File: config.mk
export PLATFORM = sky130hd
export DESIGN_NAME = pipe_stage_elastic
export DESIGN_NICKNAME = d
export VERILOG_FILES = /design/src/rtl/pipe_stage_elastic.sv
export SDC_FILE = /design/constraint.sdc
export NUM_CORES = 1
export LEC_CHECK = 0
export ABC_AREA = 1
export BUFFER_PORTS_ARGS = -buffer_cell sky130_fd_sc_hd__buf_4
export CORE_MARGIN = 2
export CORE_UTILIZATION = 57
export DETAILED_ROUTE_END_ITERATION = 10
export GPL_ROUTABILITY_DRIVEN = 0
export GPL_TIMING_DRIVEN = 1
export PLACE_DENSITY = 0.95
export REMOVE_ABC_BUFFERS = 1
export SETUP_SLACK_MARGIN = 0.02
export SKIP_CTS_REPAIR_TIMING = 1
export SLEW_MARGIN = 5
export SYNTH_ARGS = -nofsm -noshare
export SYNTH_HDL_FRONTEND = slang
export SYNTH_SLANG_ARGS = --single-unit
File: constraint.sdc
create_clock -name clk -period 2.3 [get_ports clk]
set_input_delay 0.46 -clock clk [delete_from_list [all_inputs] [get_ports clk]]
set_output_delay 0.46 -clock clk [all_outputs]
set_load 0.02 [all_outputs]
File: src/rtl/pipe_stage_elastic.sv
// pipe_stage_elastic
// Generic elastic pipeline stage. It carries a DATA_W-bit payload with a
// valid/ready handshake and uses a 2-entry skid buffer, so the stage keeps
// full throughput while in_ready stays a flop output. A synchronous flush
// kills the held contents. Per-lane forwarding patches the payload held in
// the main register while the stage is stalled. A saturating counter reports
// how many consecutive cycles the output has been held.
//
// Ports:
//   clk        in   rising-edge clock
//   reset_n    in   asynchronous active-low reset
//   flush      in   synchronous kill; loads FLUSH_WORD and empties the stage
//   in_valid   in   upstream payload valid
//   in_ready   out  stage can accept (registered, equals ~skid_valid)
//   in_data    in   upstream payload, DATA_W bits
//   out_valid  out  downstream payload valid (main register)
//   out_ready  in   downstream accepts
//   out_data   out  payload from the main register, DATA_W bits
//   fwd_en     in   per-lane forward enable, LANES bits
//   fwd_value  in   forwarded lane values, lane i at [i*LANE_W +: LANE_W]
//   hold_cnt   out  consecutive out_valid & ~out_ready cycles, saturating
module pipe_stage_elastic #(
    parameter int                 DATA_W     = 48,
    parameter int                 LANES      = 2,
    parameter int                 LANE_W     = 16,
    parameter int                 LANE_BASE  = 16,
    parameter logic [DATA_W-1:0]  FLUSH_WORD = '0,
    parameter int                 CNT_W      = 8
) (
    input  logic                      clk,
    input  logic                      reset_n,
    input  logic                      flush,
    input  logic                      in_valid,
    output logic                      in_ready,
    input  logic [DATA_W-1:0]         in_data,
    output logic                      out_valid,
    input  logic                      out_ready,
    output logic [DATA_W-1:0]         out_data,
    input  logic [LANES-1:0]          fwd_en,
    input  logic [LANES*LANE_W-1:0]   fwd_value,
    output logic [CNT_W-1:0]          hold_cnt
);

    // The lane map must fit inside the payload.
    if (LANE_BASE + LANES * LANE_W > DATA_W) begin : g_lane_check
        $error("pipe_stage_elastic: lanes exceed DATA_W");
    end

    localparam logic [CNT_W-1:0] CNT_MAX = {CNT_W{1'b1}};
    localparam logic [CNT_W-1:0] CNT_ONE = CNT_W'(1);
    localparam logic [CNT_W-1:0] CNT_ZERO = {CNT_W{1'b0}};

    logic              main_valid_q, main_valid_d;
    logic [DATA_W-1:0] main_data_q,  main_data_d;
    logic              skid_valid_q, skid_valid_d;
    logic [DATA_W-1:0] skid_data_q,  skid_data_d;
    logic              in_ready_q,   in_ready_d;
    logic [CNT_W-1:0]  hold_cnt_q,   hold_cnt_d;
    logic              in_fire_s;
    logic              out_fire_s;

    assign in_fire_s  = in_valid & in_ready_q;
    assign out_fire_s = main_valid_q & out_ready;

    // Next-state logic: flush, then refill of a free main register, then stall handling.
    always_comb begin
        main_valid_d = main_valid_q;
        main_data_d  = main_data_q;
        skid_valid_d = skid_valid_q;
        skid_data_d  = skid_data_q;
        hold_cnt_d   = hold_cnt_q;
        if (flush) begin
            main_valid_d = 1'b0;
            main_data_d  = FLUSH_WORD;
            skid_valid_d = 1'b0;
            skid_data_d  = FLUSH_WORD;
            hold_cnt_d   = CNT_ZERO;
        end else if (!main_valid_q || out_fire_s) begin
            // Main is free: the skid entry is older than anything arriving now.
            hold_cnt_d = CNT_ZERO;
            if (skid_valid_q) begin
                main_valid_d = 1'b1;
                main_data_d  = skid_data_q;
                skid_valid_d = 1'b0;
            end else if (in_fire_s) begin
                main_valid_d = 1'b1;
                main_data_d  = in_data;
            end else begin
                // Bubble: payload bits are kept, only valid drops.
                main_valid_d = 1'b0;
            end
        end else begin
            // Main is held: park new input in the skid slot, patch main lanes.
            if (in_fire_s) begin
                skid_valid_d = 1'b1;
                skid_data_d  = in_data;
            end else begin
                skid_valid_d = skid_valid_q;
            end
            for (int i = 0; i < LANES; i++) begin
                if (fwd_en[i]) begin
                    main_data_d[LANE_BASE + i*LANE_W +: LANE_W] = fwd_value[i*LANE_W +: LANE_W];
                end else begin
                    main_data_d[LANE_BASE + i*LANE_W +: LANE_W] = main_data_q[LANE_BASE + i*LANE_W +: LANE_W];
                end
            end
            if (hold_cnt_q == CNT_MAX) begin
                hold_cnt_d = CNT_MAX;
            end else begin
                hold_cnt_d = hold_cnt_q + CNT_ONE;
            end
        end
        // in_ready is the registered complement of the next skid occupancy.
        in_ready_d = ~skid_valid_d;
    end

    // State registers with asynchronous reset to the flush values.
    always_ff @(posedge clk or negedge reset_n) begin
        if (!reset_n) begin
            main_valid_q <= 1'b0;
            main_data_q  <= FLUSH_WORD;
            skid_valid_q <= 1'b0;
            skid_data_q  <= FLUSH_WORD;
            in_ready_q   <= 1'b1;
            hold_cnt_q   <= CNT_ZERO;
        end else begin
            main_valid_q <= main_valid_d;
            main_data_q  <= main_data_d;
            skid_valid_q <= skid_valid_d;
            skid_data_q  <= skid_data_d;
            in_ready_q   <= in_ready_d;
            hold_cnt_q   <= hold_cnt_d;
        end
    end

    assign out_valid = main_valid_q;
    assign out_data  = main_data_q;
    assign in_ready  = in_ready_q;
    assign hold_cnt  = hold_cnt_q;

endmodule

Word level (Yosys, flattened, before mapping)
Cells that the tools add are included.
{"block": "totals", "register_bits": 107, "elab_cells": 45, "output_inout_bits": 58, "input_bits": 87}
{"block": "classes", "n_eq_ne": 3, "addsub": 1, "n_bitwise": 3, "reduce_logical": 11, "muxes": 19}
{"operator": "2-to-1 mux 48 bit", "n": 5}
{"operator": "2-to-1 mux 16 bit", "n": 3}
{"operator": "2-to-1 mux 32 bit", "n": 1}
{"operator": "2-to-1 mux 8 bit", "n": 3}
{"operator": "nonzero test 3 bit", "n": 3}
{"operator": "adder 8 x 1 -> 8 bit, second input constant", "n": 1}
{"operator": "== test 8 bit, second input constant", "n": 1}
{"operator": "AND reduction 2 bit", "n": 4}
{"operator": "2-to-1 mux 1 bit", "n": 7}
{"operator": "inequality test 4 bit, second input constant", "n": 1}
{"operator": "nonzero test 2 bit", "n": 2}
{"operator": "bitwise AND 1 bit", "n": 2}
{"operator": "inequality test 2 bit, second input constant", "n": 1}
{"operator": "logical NOT 1 bit", "n": 1}
{"operator": "logical OR 1 bit", "n": 1}
{"operator": "NOT 1 bit", "n": 1}

Longest topological paths before layout
Gate-level depths: netlist of run 1.
{"block": "depth", "ltp_word": 5, "depth_mapped": 8, "depth_no_buf": 7}

Worst setup path after synthesis of run 1
No wires, ideal clock.
{"block": "synth_timing", "kind": "flip-flop to flip-flop", "from": "register main_valid_q, in the netlist out_valid", "to": "register main_data_q[21], in the netlist out_data[21]", "path_stages_with_launch": 9, "slack_ps": 892, "arrival_time_ps": 1292, "n_path_buf": 1, "setup_ps": 117, "synth_period_minus_slack_ps": 1408, "required_ps": 2183, "cell_sequence": "dfrtp_1 -> inv_1 -> nor2_2 -> nand2_2 -> o21ai_2 -> nand2_1 -> buf_4 -> nand2_1 -> nand2_1"}
{"block": "synth_between", "elab_chain_len": 4, "word_cells_on_any_way": 8, "cone_classes": "eq/ne: 1; mux: 2; bitwise: 1; reduce/logical: 4"}
{"item": "start, declared", "line": "53", "rtl": "logic main_valid_q, main_valid_d;"}
{"item": "start signal, assigned", "line": "127", "rtl": "main_valid_q <= main_valid_d;"}
{"item": "bitwise AND 1 bit or logical NOT 1 bit (tied branches)", "line": "63, 78"}
{"item": "logical OR 1 bit *", "line": "78", "rtl": "end else if (!main_valid_q || out_fire_s) begin"}
{"item": "inequality test 4 bit (no source line), or another cell as far along"}
{"item": "AND reduction 2 bit (no source line) or 2-to-1 mux 48 bit (tied branches)"}
{"item": "end signal, assigned", "line": "128", "rtl": "main_data_q <= main_data_d;"}
{"item": "end, declared", "line": "54", "rtl": "logic [DATA_W-1:0] main_data_q, main_data_d;"}
Every way passes the cells marked *; elsewhere a longest branch is shown, timed or not.
A chain may end at the register's enable or synchronous reset.

Worst setup path in the final report of run 1
{"block": "layout_timing", "from": "register main_valid_q, in the netlist out_valid", "to": "register main_data_q[22], in the netlist out_data[22]"}
The elaborated chain is that of the path after synthesis.

==> flow_summary.toml, run 1 <==
[run]
cap_violations = 0

[cts]
cts.clk_slew.worst_paths_ns = 0.10
cts_tree = "built"
clk_latency_ns = 0.37
cts.path.max_buffers = 2
cts_root_buffer = "clkbuf_8"
htree_levels = 3
cts_buffers = 9
clock_sinks = 107

[critical_path]
start_kind = "register"
worstRegToRegCells = 7
cp_common_cell = "nand2_1"
cp.buffers_inverters = 1
crit_fanout = 32
cp-startpoint = "out_valid"
slowest_delay_ns = 0.95
r2r-end = "out_data[22]"
path_depth = 7
r2r_start = "out_valid"
cp_slowest_cell = "nor2_2"
worstPathArrival_ns = 2.35
reg2reg_slack_ns = 0.25
crit_end = "out_data[22]"
crit_type = "register to register"
worstPathRequired_ns = 2.60
worst_setup_path_end_kind = "register"
crit_family = "simple AND/OR/NAND/NOR gates"
path_cells = "inv_1, nor2_2, nor2_2, nand2_1, nand2_1, nand2_1, nand2_1"

[yosys]
yosysMostFrequentCell = "nand2_1"
async_flop_share = 1.00
ys.flop_type = "dfrtp_1"
yosys_warnings = 0
synth_cells = 679
syn_area_per_cell_um2 = 7.69
yosysSeqAreaShare = 0.513
synth_xor_area_frac = 0.00335
yosysUniqueCellTypes = 24
synthMuxAreaShare = 0
synth_area_leaders = "dfrtp_1 (51%), nand2_1 (18%), o21ai_0 (7.5%)"
synth_top_area_frac = 0.508
synth_area_mm2 = 0.00522
synth_top_cell_by_area = "dfrtp_1"
synth_fa_ha_area_frac = 0.00240
synth-compound-area-share = 0.153
synth_seq_cells = 107
ys_top_cells_by_count = "nand2_1 (245), dfrtp_1 (106), o21ai_0 (78)"
synth_top_family_by_area = "simple AND/OR/NAND/NOR gates"
synth-edff-count = 0
synthSimpleGateAreaFrac = 0.237

[floorplanning]
pin_count = 145
initial_core_util = 0.593
fp.dieArea_mm2 = 0.00994
die_h_um = 99.7
die_x_um = 99.7
core_mm2 = 0.00881
rows = 34

[timing]
finalMaxSlewViolations = 0
maxSlewHeadroom = 0.146
finalHoldViolations = 0
fmax_mhz = 488
fin_worst_skew_ns = 0.0124
period_share = 0.890
period_minus_slack_ns = 2.05
worst_pin_slew_ns = 1.28
setup_violations = 0
rsz0062_at_grt = "no"

[routing]
dr.pass1.iters = 5
via_count = 5111
postRouteAntennaNets = 0
drt-total-wl_um = 14200
detail_route.wl_per_cell_um = 15.5
drc = 0
routed_via_density = 5.56
drt_iter0_markers = 288

[global_route]
grt_pass1_vias = 4830
antenna_found_initial = 0
grt_max_degree = 55
gr-total-overflow = 0
grt.total_usage = 0.294
grt_first_pass_wirelength_um = 23300

[cells_and_area]
fin_nets = 894
drive_above_1_share = 0.226
fin_area_mm2 = 0.00658
area_growth_pct = 26.0
diodes = 0
fill_cells = 595

[worst_hold_path]
min_path_type = "primary input to asynchronous set/reset pin"

[placed_design]
numPortBuffers = 144
postPlaceCellArea_mm2 = 0.00635
place_hpwl_um = 9790

[status]
status = "complete, no violations"

[power_and_ir_drop]
internal-power_mw = 3.00
clkPwrFrac = 0.309
peakVddDrop_uv = 327
powerDensity_mw_per_mm2 = 638
power_mw = 4.20
seqPwrFrac = 0.497
power_frac_comb = 0.195
leakagePower_nw = 3.43
sw_frac_of_total = 0.284
p_sw_mw = 1.19
-- metal layers --
metal / wire length (um) / up-vias / global-route usage / share of wire
met3: 1130 / 24 / 0.0450 / 0.079
met5: 0 / - / 0 / 0
li1: - / 2425 / - / -
met4: 266 / 0 / 0.0927 / 0.019
met1: 5630 / 2411 / 0.378 / 0.40
met2: 7230 / 251 / 0.516 / 0.51
-- power by group through the flow --
| stage | logic, mW | registers [mW] | clock network, mW |
|---|---|---|---|
| 5_1_grt | 0.888 | 2.10 | 1.37 |
| 4_1_cts | 0.818 | 2.08 | 1.30 |
| 2_1_floorplan | 0.257 | 2.23 | 0 |
| 6_report | 0.817 | 2.08 | 1.30 |
| 3_3_place_gp | 0.784 | 2.11 | 0 |
| 3_5_place_dp | 0.811 | 2.12 | 0 |
-- layout by cell type, fill, tap and decap left out, drive strengths merged --
| master | count |
|---|---|
| nand2 | 246 |
| buf | 157 |
| dfrtp | 106 |
| o21ai | 92 |
| inv | 69 |
| nand3 | 52 |
| a21oi | 30 |
| o211ai | 15 |
| nor2 | 12 |
| clkbuf | 11 |
| o22ai | 9 |
| clkinv | 4 |
| o21bai | 2 |
| bufinv | 2 |
| xor2 | 1 |
| xnor2 | 1 |
| ha | 1 |
| dfstp | 1 |
-- how the worst min path moves through the flow --
| stage | from | endpoint | slack [ns] | cells past startpoint |
|---|---|---|---|---|
| floorplan | reset_n | hold_cnt[0] | 0.16 | 0 |
| global placement | reset_n | hold_cnt[0] | 0.44 | 1 |
| detailed placement | reset_n | hold_cnt[2] | 0.44 | 1 |
| CTS | reset_n | skid_data_q[19] | 0.04 | 1 |
| global route | reset_n | out_data[24] | 0.05 | 1 |
| finish | reset_n | out_data[23] | 0.05 | 1 |
-- cells by family after synthesis --
| group | Yosys count |
|---|---|
| XOR/XNOR | 2 |
| adder cells (fa/ha/maj) | 1 |
| AO/OA/AOI/OAI | 148 |
| buffers and inverters | 111 |
| AND/OR/NAND/NOR | 310 |
| flip-flops | 107 |
-- cell type report --
| type | count | area, um2 | share of cell area |
|---|---|---|---|
| Clock buffer | 11 | 151 | 0.0230 |
| Inverter | 70 | 263 | 0.0399 |
| Clock inverter | 5 | 75.1 | 0.0114 |
| Timing Repair Buffer | 157 | 1190 | 0.181 |
| Tap cell | 108 | 135 | 0.0205 |
| Multi-Input combinational cell | 461 | 2090 | 0.317 |
| Sequential cell | 107 | 2680 | 0.407 |
-- flip-flops by register name, indices dropped and copies added, names as in the netlist --
register and flops:
hold_cnt 8, skid_valid_q 1, in_ready 1, out_valid 1
out_data 48, skid_data_q 48
-- stage by stage --
stage	hold slack [ns]	util	instances	worst slack, ns	setup TNS [ns]
after global routing	0.0476	0.747	919	0.107	0
after detailed placement	0.443	0.722	903	0.295	0
after floorplan	0.164	-	638	-1.26	-52.78
after global placement	0.442	0.722	903	0.338	0
final	0.0465	0.747	919	0.253	0
after CTS	0.0439	0.747	919	0.286	0
-- worst reg2reg max path, cell delays in order, from the launching register on --
cell and delay, ns:
dfrtp_1 0.41, inv_1 0.08, nor2_2 0.06, nor2_2 0.95, nand2_1 0.15, nand2_1 0.15, nand2_1 0.09, nand2_1 0.09
No activity file was read; power rests on OpenSTA's default activity.
==> run 2: changes to the inputs <==
Settings changed: CORE_MARGIN 2 to 10, TNS_END_PERCENT from default to 10.
==> run 2 against run 1 <==
Effect of this change: fmax grew 10%; first-iteration DRC count grew 45%; utilization decreased by 0.50 points; critical path depth decreased by 4; setup slack gained 0.19 ns; final area is 0.67% lower; clock power fell by 12%; non-clock buffer count unchanged; cell count shrank 0.11%; critical endpoint is now skid_data_q[19]; largest cell class unchanged; highest routed layer unchanged.
==> flow_summary.toml, run 2 (synthesis gave the netlist of run 1 again) <==
[status]
status = "complete, no violations"

[cts]
clock_sinks = 107
htree_levels = 3
cts_tree = "built"
clk_latency_ns = 0.38
cts.clk_slew.worst_paths_ns = 0.10
cts_root_buffer = "clkbuf_8"
cts.path.max_buffers = 2
cts_buffers = 9

[placed_design]
postPlaceCellArea_mm2 = 0.00635
numPortBuffers = 144
placed_cells_incl_taps = 903
place_hpwl_um = 10600

[global_route]
grt_first_pass_wirelength_um = 24400
grt_pass1_vias = 5091
gr-total-overflow = 0
grt_max_degree = 108
antenna_found_initial = 0
grt.total_usage = 0.225

[timing]
finalHoldViolations = 0
worst_pin_slew_ns = 0.970
maxSlewHeadroom = 0.353
setup_violations = 0
period_share = 0.807
fin_worst_skew_ns = 0.0138
rsz0062_at_grt = "no"
fmax_mhz = 539
finalMaxSlewViolations = 0
hold-worst-slack_ns = 0.130
period_minus_slack_ns = 1.86

[floorplanning]
core_mm2 = 0.00881
initial_core_util = 0.593
pin_count = 145
fp.dieArea_mm2 = 0.0134
die_h_um = 116
die_x_um = 116
rows = 34

[critical_path]
reg2reg_slack_ns = 0.44
worstPathArrival_ns = 2.05
r2r-end = "skid_data_q[19]"
worst_setup_path_end_kind = "register"
worstPathRequired_ns = 2.49
start_kind = "register"
crit_fanout = 25
worstRegToRegCells = 3
r2r_start = "in_ready"
crit_type = "register to register"

[cells_and_area]
fin_nets = 894
instances_no_fill = 918
seqCellArea_mm2 = 0.00268
drive_above_1_share = 0.222
final_common_cell = "nand2_1"
fin_area_mm2 = 0.00654
fill_cells = 628
area_growth_pct = 25.2
multi_input_area_mm2 = 0.00209
final_cell_mix = "nand2_1 (245), buf_4 (156), dfrtp_1 (105)"
diodes = 0

[power_and_ir_drop]
sw_frac_of_total = 0.300
power_mw = 4.05
clkPwrFrac = 0.283
power_frac_comb = 0.202
leakagePower_nw = 3.40
p_sw_mw = 1.21
internal-power_mw = 2.84
seqPwrFrac = 0.515
peakVddDrop_uv = 295
powerDensity_mw_per_mm2 = 619

[worst_hold_path]
min_path_type = "primary input to asynchronous set/reset pin"

[routing]
detail_route.wl_per_cell_um = 16.3
dr.pass1.iters = 5
routed_via_density = 5.54
postRouteAntennaNets = 0
via_count = 5087
drt-total-wl_um = 14900
drc = 0
drt_iter0_markers = 419

[run]
cap_violations = 0
run 2: area by class of cell:
| cell class | count | area share |
|---|---|---|
| clock buffer | 11 | 0.0201 |
| clock inverter | 4 | 0.00785 |
| inverter | 70 | 0.0402 |
| multi-input combinational | 461 | 0.319 |
| sequential | 107 | 0.410 |
| tap | 108 | 0.0207 |
| timing repair buffer | 157 | 0.182 |
run 2: worst max-delay path, cell delays in order, from the launching register on:
cell and delay [ns]:
dfstp_2 0.54, nand2_1 0.13, o21ai_2 0.80, o22ai_1 0.20
run 2: through the flow:
stage	setup slack, ns	TNS (ns)	util
3_5_place_dp	0.416	0	0.722
2_1_floorplan	-1.26	-52.78	-
5_1_grt	0.273	0	0.742
3_3_place_gp	0.486	0	0.722
6_report	0.444	0	0.742
4_1_cts	0.499	0	0.742
run 2: power by group through the flow:
stage,combinational [mW],clock [mW],sequential (mW)
global placement,0.793,0,2.11
global route,0.900,1.24,2.10
floorplan,0.257,0,2.23
detailed placement,0.820,0,2.12
CTS,0.823,1.14,2.08
finish,0.818,1.14,2.09
run 2: per-layer routing:
layer  GRT usage  share of wire  vias up
li1            -              -     2422
met1       0.282           0.42     2396
met2       0.363           0.46      235
met3      0.0724          0.095       34
met4      0.0751          0.024        0
met5           0              0        -
run 2: worst max path at each step:
stage,cells past startpoint,to,slack (ns),from
4_1_cts,3,skid_data_q[19],0.50,in_ready
5_1_grt,3,skid_data_q[19],0.27,in_ready
3_3_place_gp,5,skid_data_q[13],0.49,out_ready
6_report,3,skid_data_q[19],0.44,in_ready
2_1_floorplan,6,out_data[16],-1.26,skid_valid_q
3_5_place_dp,5,skid_data_q[19],0.42,out_ready
